**src/rtl/register_file_32x32_pkg.sv**
```systemverilog
// Shared constants for the RV32I integer register file.
// Register indices, register count and the default stack-top value.
package register_file_32x32_pkg;

   localparam int NUM_REGS = 32;

   localparam logic [4:0] REG_ZERO = 5'd0;
   localparam logic [4:0] REG_SP   = 5'd2;

   // Stack top shared with the PC/stack setup at the top level.
   localparam logic [31:0] SP_RESET_DEFAULT = 32'h0000_3FFC;

   // True when an index names a register that actually holds state.
   function automatic logic is_stored(input logic [4:0] idx);
      return idx != REG_ZERO;
   endfunction

endpackage

```
**src/rtl/decoder2to4.sv**
```systemverilog
// 2-to-4 one-hot decoder with enable.
// Ports: IN (2b index), EN (enable), OUT (4b one-hot, zero when EN=0).
module decoder2to4 (
   input  logic [1:0] IN,
   input  logic       EN,
   output logic [3:0] OUT
);

   assign OUT = {4{EN}} & (4'b0001 << IN);

endmodule

```
**src/rtl/decoder3to8.sv**
```systemverilog
// 3-to-8 one-hot decoder with enable.
// Ports: IN (3b index), EN (enable), OUT (8b one-hot, zero when EN=0).
module decoder3to8 (
   input  logic [2:0] IN,
   input  logic       EN,
   output logic [7:0] OUT
);

   assign OUT = {8{EN}} & (8'b0000_0001 << IN);

endmodule

```
**src/rtl/decoder5to32.sv**
```systemverilog
// 5-to-32 one-hot decoder with enable, built from 2-to-4 and 3-to-8.
// Ports: IN (5b index), EN (enable), OUT (32b one-hot, zero when EN=0).
module decoder5to32 (
   input  logic [4:0]  IN,
   input  logic        EN,
   output logic [31:0] OUT
);

   // IN[4:3] picks one of four banks of eight; only that bank is enabled.
   logic [3:0] bank;

   decoder2to4 u_bank (
      .IN  (IN[4:3]),
      .EN  (EN),
      .OUT (bank)
   );

   for (genvar g = 0; g < 4; g++) begin : g_bank
      decoder3to8 u_lo (
         .IN  (IN[2:0]),
         .EN  (bank[g]),
         .OUT (OUT[g*8 +: 8])
      );
   end

endmodule

```
**src/rtl/register_file_32x32.sv**
```systemverilog
// RV32I register file: 32 x WIDTH regs, 2 comb read ports, 1 sync write.
// Ports: CLK, RST (async high), WE/WA/WD write, RA1/RA2 -> RD1/RD2 reads.
module register_file_32x32
   import register_file_32x32_pkg::*;
#(
   parameter int               WIDTH    = 32,
   parameter logic [WIDTH-1:0] SP_RESET = WIDTH'(SP_RESET_DEFAULT)
) (
   input  logic             CLK,
   input  logic             RST,
   input  logic             WE,
   input  logic [4:0]       WA,
   input  logic [WIDTH-1:0] WD,
   input  logic [4:0]       RA1,
   input  logic [4:0]       RA2,
   output logic [WIDTH-1:0] RD1,
   output logic [WIDTH-1:0] RD2
);

   logic [NUM_REGS-1:0] strobe;
   logic [WIDTH-1:0]    regs_q [NUM_REGS];
   logic [WIDTH-1:0]    regs_d [NUM_REGS];
   logic                byp1;
   logic                byp2;
   logic [WIDTH-1:0]    rd1;
   logic [WIDTH-1:0]    rd2;

   decoder5to32 u_dec (
      .IN  (WA),
      .EN  (WE),
      .OUT (strobe)
   );

   // x0 slot is pinned to zero so it never holds state.
   always_comb begin
      for (int i = 0; i < NUM_REGS; i++) begin
         regs_d[i] = strobe[i] ? WD : regs_q[i];
      end
      regs_d[REG_ZERO] = '0;
   end

   always_ff @(posedge CLK or posedge RST) begin
      if (RST) begin
         for (int i = 0; i < NUM_REGS; i++) begin
            regs_q[i] <= (i == int'(REG_SP)) ? SP_RESET : '0;
         end
      end else begin
         for (int i = 0; i < NUM_REGS; i++) begin
            regs_q[i] <= regs_d[i];
         end
      end
   end

   // strobe[RA] is set exactly when WE=1 and WA==RA, so it doubles as
   // the write-through match.
   assign byp1 = !RST && strobe[RA1];
   assign byp2 = !RST && strobe[RA2];

   always_comb begin
      rd1 = regs_q[RA1];
      if (!is_stored(RA1)) begin
         rd1 = '0;
      end else if (byp1) begin
         rd1 = WD;
      end
   end

   always_comb begin
      rd2 = regs_q[RA2];
      if (!is_stored(RA2)) begin
         rd2 = '0;
      end else if (byp2) begin
         rd2 = WD;
      end
   end

   assign RD1 = rd1;
   assign RD2 = rd2;

endmodule

```
**config.mk**
```make
export PLATFORM = sky130hd
export DESIGN_NAME = register_file_32x32
export DESIGN_NICKNAME = d
export VERILOG_FILES = /design/src/rtl/register_file_32x32_pkg.sv /design/src/rtl/decoder2to4.sv /design/src/rtl/decoder3to8.sv /design/src/rtl/decoder5to32.sv /design/src/rtl/register_file_32x32.sv
export SDC_FILE = /design/constraint.sdc
export NUM_CORES = 2
export LEC_CHECK = 0
export CORE_MARGIN = 2
export CORE_UTILIZATION = 55
export DETAILED_ROUTE_END_ITERATION = 6
export DONT_BUFFER_PORTS = 1
export MAX_ROUTING_LAYER = met4
export PLACE_DENSITY = 0.73
export SLEW_MARGIN = 20
export SYNTH_ARGS = -nofsm -noshare
export SYNTH_HDL_FRONTEND = slang
export SYNTH_SLANG_ARGS = --single-unit
```
**constraint.sdc**
```tcl
create_clock -name CLK -period 46.3 [get_ports CLK]
set_input_delay 11.575 -clock CLK [delete_from_list [all_inputs] [get_ports CLK]]
set_output_delay 11.575 -clock CLK [all_outputs]
set_load 0.02 [all_outputs]
```
# Word level (Yosys, flattened, before mapping)
# Cells that the tools add are included.
[word_totals]
in_bits = 50
elab_cells = 63
output_inout_bits = 64
reg_bits = 992
[classes]
order_cmp = 4
n_bitwise = 7
shift = 2
reduce_logical = 5
mux = 14
[op_table]
columns = ["op", "n"]
rows = [
  ["binary-select mux 32 bit (select 5 bit)", 2],
  ["two-way mux 32 bit", 8],
  ["AND 8 bit", 4],
  ["greater-or-equal comparator 6 bit (second input constant)", 2],
  ["less-than comparator 5 x 6 -> 1 bit (second input constant)", 2],
  ["inverter 5 -> 6 bit", 2],
  ["binary-select mux 1 bit (select 5 bit)", 2],
  ["nonzero test 5 bit", 2],
  ["left shift 1 x 3 -> 8 bit (first input constant)", 1],
  ["AND 4 bit", 1],
  ["left shift 1 x 2 -> 4 bit (first input constant)", 1],
  ["logical AND 1 bit", 2],
  ["two-way mux 1 bit", 2],
  ["zero test 1 bit", 1],
]

# Depth between registers and ports, before layout
[depth]
depth_word = 8
depth_mapped = 9
mapped_depth_nobuf = 5

# Hierarchy
# A second synthesis with hierarchy kept.
[unflattened]
hier_cells = 4012
area_unflattened_um2 = 55209.2
[by_module_without_submodules]
columns = ["module", "cells_per_inst", "area_per_inst_um2", "n_inst", "seq_area_each_um2"]
rows = [
  ["register_file_32x32", 3976, 54791.3, 1, 24838.8],
  ["decoder3to8", 8, 95.1, 4, 0.0],
  ["decoder2to4", 4, 37.5, 1, 0.0],
]

# Worst setup path after synthesis
# No wires, ideal clock.
[synth_path]
kind = "input to output"
startpoint = "in RST"
endpoint = "out RD2[0]"
slack_ps = -1999
path_stages = 5
n_path_buf = 1
t_required_ps = 34725
arrival_time_ps = 36724
cell_sequence = "inv_1 nand4_1 o211ai_1 clkbuf_1 o221ai_1"
[synth_via]
elab_chain_cells = 4
[synth_rtl]
columns = ["element", "line_no", "rtl"]
rows = [
  ["start, declared", "register_file_32x32.sv:10", "input logic RST,"],
  ["zero test 1 bit", "register_file_32x32.sv:57", "assign byp2 = !RST && strobe[RA2];"],
  ["logical AND 1 bit", "register_file_32x32.sv:57", ""],
  ["two-way mux 32 bit", "register_file_32x32.sv:72", "end else if (byp2) begin"],
  ["two-way mux 32 bit", "register_file_32x32.sv:70", "if (!is_stored(RA2)) begin"],
  ["end, declared", "register_file_32x32.sv:17", "output logic [WIDTH-1:0] RD2"],
]
# No other way between the ends.

# Worst setup path in the final report
[layout_path]
startpoint = "in RA1[1]"
endpoint = "out RD1[26]"
[layout_via]
elab_chain_cells = 6
word_cells_on_any_way = 10
cone_classes = "mux: 7; bitwise: 1; reduce/logical: 2"
[layout_rtl]
columns = ["element", "line_no", "rtl"]
rows = [
  ["start, declared", "register_file_32x32.sv:14", "input logic [4:0] RA1,"],
  ["inverter 5 -> 6 bit (not written as such)", "register_file_32x32.sv:60", "rd1 = regs_q[RA1];"],
  ["binary-select mux 32 bit (select 5 bit)", "register_file_32x32.sv:60", ""],
  ["two-way mux 32 bit (not written as such) (2 in series)", "register_file_32x32.sv:60", ""],
  ["two-way mux 32 bit", "register_file_32x32.sv:63", "end else if (byp1) begin"],
  ["two-way mux 32 bit (*)", "register_file_32x32.sv:61", "if (!is_stored(RA1)) begin"],
  ["end, declared", "register_file_32x32.sv:16", "output logic [WIDTH-1:0] RD1,"],
]
# Mark *: on every way between the ends. The rest lies on a longest branch, timed or not. The select of a mux whose other input is x is not followed.

==> results.md <==
- The clock period minus final worst setup slack is 26.59 ns.
- The top achievable clock speed is 37.6 MHz.
- Data arrives at the worst endpoint at around 15 ns.
- The deepest clock path buffer count is 3.
- The final-report hold violation count is 0.
- The power density over cell area is approximately 44 nW/µm².
- The total wire length is approximately 160 mm.
- Of the total synthesized cell area, the portion taken by AND, OR, NAND and NOR gates is 0.0232.
- The largest single stage delay on the critical path is between 0.6 and 0.7 ns.
- The layout overhead on the synthesized area is 7.53%.
- For this run the aggregate overflow at the end of global routing stands at 0.
- The global placement routability congestion is 0.840.
- Summing all placed instances gives a cell area of ~54,000 µm².
- Measured along the x axis, the die boundary spans around 320 µm.
- The initial utilization of the core area, before any placement, comes to 0.555.
- The register with the most flip-flops in the layout has ~990 of them.
- The violation count after the first detailed-routing iteration is about 3,700.
- The area of the core is just under 100,000 µm².
- By startpoint and endpoint, the worst setup path is classified as in -> out.
- The number of nets at the end of the flow is about 3,500.
- Once detailed placement completed, the half-perimeter wirelength came to approximately 89 mm.
- The post-synthesis compound-gate area fraction was 0.0505.
- The clock latency at the later pin of the worst-skew pair is ~0.7 ns.
- After detailed routing, the number of vias per cell comes to roughly 7.3.
- In this run the worst path has a maximum fanout of approximately 290.
- The post-synthesis sequential area ratio is 0.463.
- In this run, synthesis produced a sequential element count of a little under 1,000.
- At the pin with the least slew margin, the transition time is 2.09 ns.
- The clock tree root driver cell is clkbuf_16.
- Setup repair after global routing left no endpoint under its margin.
- Of the post-synthesis cell area, the part taken by muxes is 0.427.
- The combinational family with the most area after synthesis is multiplexers.
- The share of the synthesized area in the top cell type is 0.457.
- For this design the top-level I/O count stands at about 110.
- Buffers placed on the I/O ports in this run total 0.
- For this design, the sink count on the clock tree is 992.
- TritonCTS built the clock tree.
- The detail route stage leaves a number of antenna-violating nets equal to 0.
- The classification of the worst-slack hold path is reg -> reg.
- The nature of the critical path endpoint is a primary output.
- The register with the most flip-flops in the final layout is regs_q.
- The cell area after layout is ~58,000 µm².
- The worst vdd rail ir drop is between 0.00003 and 0.00004 V.
- Setup violations remaining at the end of the flow were counted as 0.
- Row generation in the floorplan step produced ~110 rows.
- The reported leakage power is between 20 and 25 nW.
- The required time at the endpoint of the critical path is ~35 ns.
- The cell type with the largest total area after synthesis is dfrtp_1.
- The critical path goes through xor2_1 > nor4_2 > nand2_1 > nor2_4 > buf_4 > a32o_1.
- The tool flagged a number of max-cap violations equal to 0.
- The routed layout has about 35,000 vias.
- STA classifies the critical path startpoint as an input port.
- Of the total synthesized cell area, the portion taken by full adders, half adders and majority gates is 0.
- The flow ran to the end, but the final reports show violations.
- The number of H-tree levels is 3.
- The average instance in the mapped netlist occupies around 15 µm².
- The total global routing track utilization is 0.337.
- The critical path's slowest cell is buf_4.
- On the final layout, the worst clock skew is 0 ns.
- The initial antenna violation count was 1.
- The final reports fail on max-slew violations.
- The count of distinct cell types in the synthesized netlist is 49.
- The die footprint is around 100,000 µm².
- In the final layout, the registers with the most flip-flops are regs_q: 992 flops.
- The first detailed-routing pass ran for 7 iterations.
- The number of clock buffers inserted by TritonCTS is between 100 and 150.
- In this run, post-CTS hold repair placed 0 buffers.
- The share of post-route cells with drive strength above 1 is 0.511.
- The die outline height is approximately 320 µm.
- After detailed routing, the average wire length per cell comes to around 34 µm.
- The number of resized instances in the post-cts repair step is 0.
- The count of final max-slew check failures came to between 150 and 200.
- The clock-pin slew on the worst setup and hold paths is about 0.06 ns.
- For this run, the leading register cell type out of synthesis is dfrtp_1.
- Of the total synthesized cell area, the portion taken by XOR and XNOR cells is 0.00163.
- The post-synth net total is between 3,000 and 4,000.
- The number of global-route vias before repair is between 30,000 and 40,000.
- The mapped netlist covers about 54,000 µm².
- In the finished design, the share of the clock period the worst path needs comes to 0.574.
- The aggregate negative setup slack is 0 ns.
- The number of enable flip-flop cells after synthesis is 0.
- Counting flops with an async set or reset pin after synthesis yields a share of 1.00.
- In this run the tightest slew margin relative to its limit is -0.395.
- Synthesis produced a netlist whose cell count is between 3,000 and 4,000.
- The hold slack is 0.517 ns.
- The total DRC errors in the routed layout is 0.
- Once the clock tree was built, the setup fixing pass inserted 0 buffers.
- The first global-routing pass estimated approximately 240 mm of wire.
- By area the synthesized netlist is led by dfrtp_1 46%, mux2_2 23%, mux4_2 17%.
- Entering global routing, the biggest net connects between 200 and 300 pins.
- The number of synthesis warnings is 0.
Yosys cell counts, types with 3 or more instances:
cell      count
mux2_2     1074
dfrtp_1     980
mux4_2      416
clkbuf_1    196
buf_2       144
mux2i_1     133
a221oi_1     91
nand2_1      82
nor2_1       78
a22o_1       64
nor2b_1      37
buf_1        33
nor3_1       33
o22ai_1      33
o31ai_1      32
a211oi_1     31
a32o_1       30
o221ai_1     30
buf_4        19
buf_6        13
dfstp_2      12
mux2_1       12
a21oi_1       7
nand2b_1      7
nand3_1       7
xnor2_1       7
nor3b_1       6
inv_1         3
nand4b_1      3
xor2_1        3
per-stage QoR:
step,cells,utilization,power [mW],setup slack (ns)
6_report,4760,0.597,2.51,19.71
5_1_grt,4760,0.597,2.61,20.33
4_1_cts,4757,0.596,2.51,20.41
3_5_place_dp,4568,0.560,1.66,20.41
3_3_place_gp,4568,0.560,1.61,20.50
2_1_floorplan,3639,-,1.57,6.23
cell families (layout without fill, tap and decap cells):
family | after synthesis | in the layout
buf+inv | 409 | 253
flops | 992 | 992
other cells | 0 | 1
mux | 1635 | 1635
xor+xnor | 10 | 10
compound gates | 328 | 328
simple gates | 265 | 265
critical path, delay by kind of cell:
family / cells / cell delay [ns]
buffers and inverters: 1 / 0.63
xor gates and xnor gates: 1 / 0.53
AOI/OAI and AO/OA: 1 / 0.53
and+or+nand+nor: 3 / 0.91
area by class of cell:
cell class	count	area, µm²
antenna	1	2.50
clock buffer	164	3270
clock inverter	25	251
fill	7099	39000
inverter	4	18.8
multi-input combinational	2238	27200
sequential	992	24800
tap	1276	1600
timing repair buffer	60	531
placed cells by master, fill, tap and decap left out, drive strengths merged, types with 2 or more instances in the layout:
cell / netlist / routed
a211oi: 31 / 31
a21o: 2 / 2
a21oi: 7 / 7
a221oi: 91 / 91
a22o: 64 / 64
a32o: 30 / 30
buf: 209 / 60
bufinv: 0 / 3
clkbuf: 196 / 164
clkinv: 1 / 16
clkinvlp: 0 / 5
dfrtp: 980 / 980
dfstp: 12 / 12
inv: 3 / 5
mux2: 1086 / 1086
mux2i: 133 / 133
mux4: 416 / 416
nand2: 82 / 82
nand2b: 7 / 7
nand3: 7 / 7
nand3b: 2 / 2
nand4: 2 / 2
nand4b: 3 / 3
nor2: 79 / 79
nor2b: 37 / 37
nor3: 33 / 33
nor3b: 7 / 7
nor4: 2 / 2
o211ai: 2 / 2
o221ai: 30 / 30
o22ai: 33 / 33
o31ai: 32 / 32
xnor2: 7 / 7
xor2: 3 / 3
power by group:
| part | switching, mW | internal, mW | total, mW | leakage [nW] |
|---|---|---|---|---|
| clock network | 0.358 | 0.501 | 0.858 | 1.74 |
| logic | 0.180 | 0.309 | 0.489 | 10.2 |
| registers | 0.129 | 1.04 | 1.17 | 12.7 |
| total | 0.666 | 1.85 | 2.51 | 24.6 |
per-layer routing:
metal | global-route usage | share of wire
met3 | 0.0806 | 0.094
met4 | 0.155 | 0.052
met5 | - | 0
met1 | 0.422 | 0.38
met2 | 0.523 | 0.48
path summary, 6_finish.rpt:
check	start	endpoint	slack [ns]	cells after the start
min	regs_q[920]	regs_q[920]	0.52	1
max reg2reg	regs_q[194]	regs_q[194]	45.47	1
max in group asynchronous	RST	regs_q[850]	31.79	6
min reg2reg	regs_q[920]	regs_q[920]	0.52	1
max	RA1[1]	RD1[26]	19.71	6
min in group asynchronous	RST	regs_q[190]	11.07	2
(Power assumes the default switching activity.)
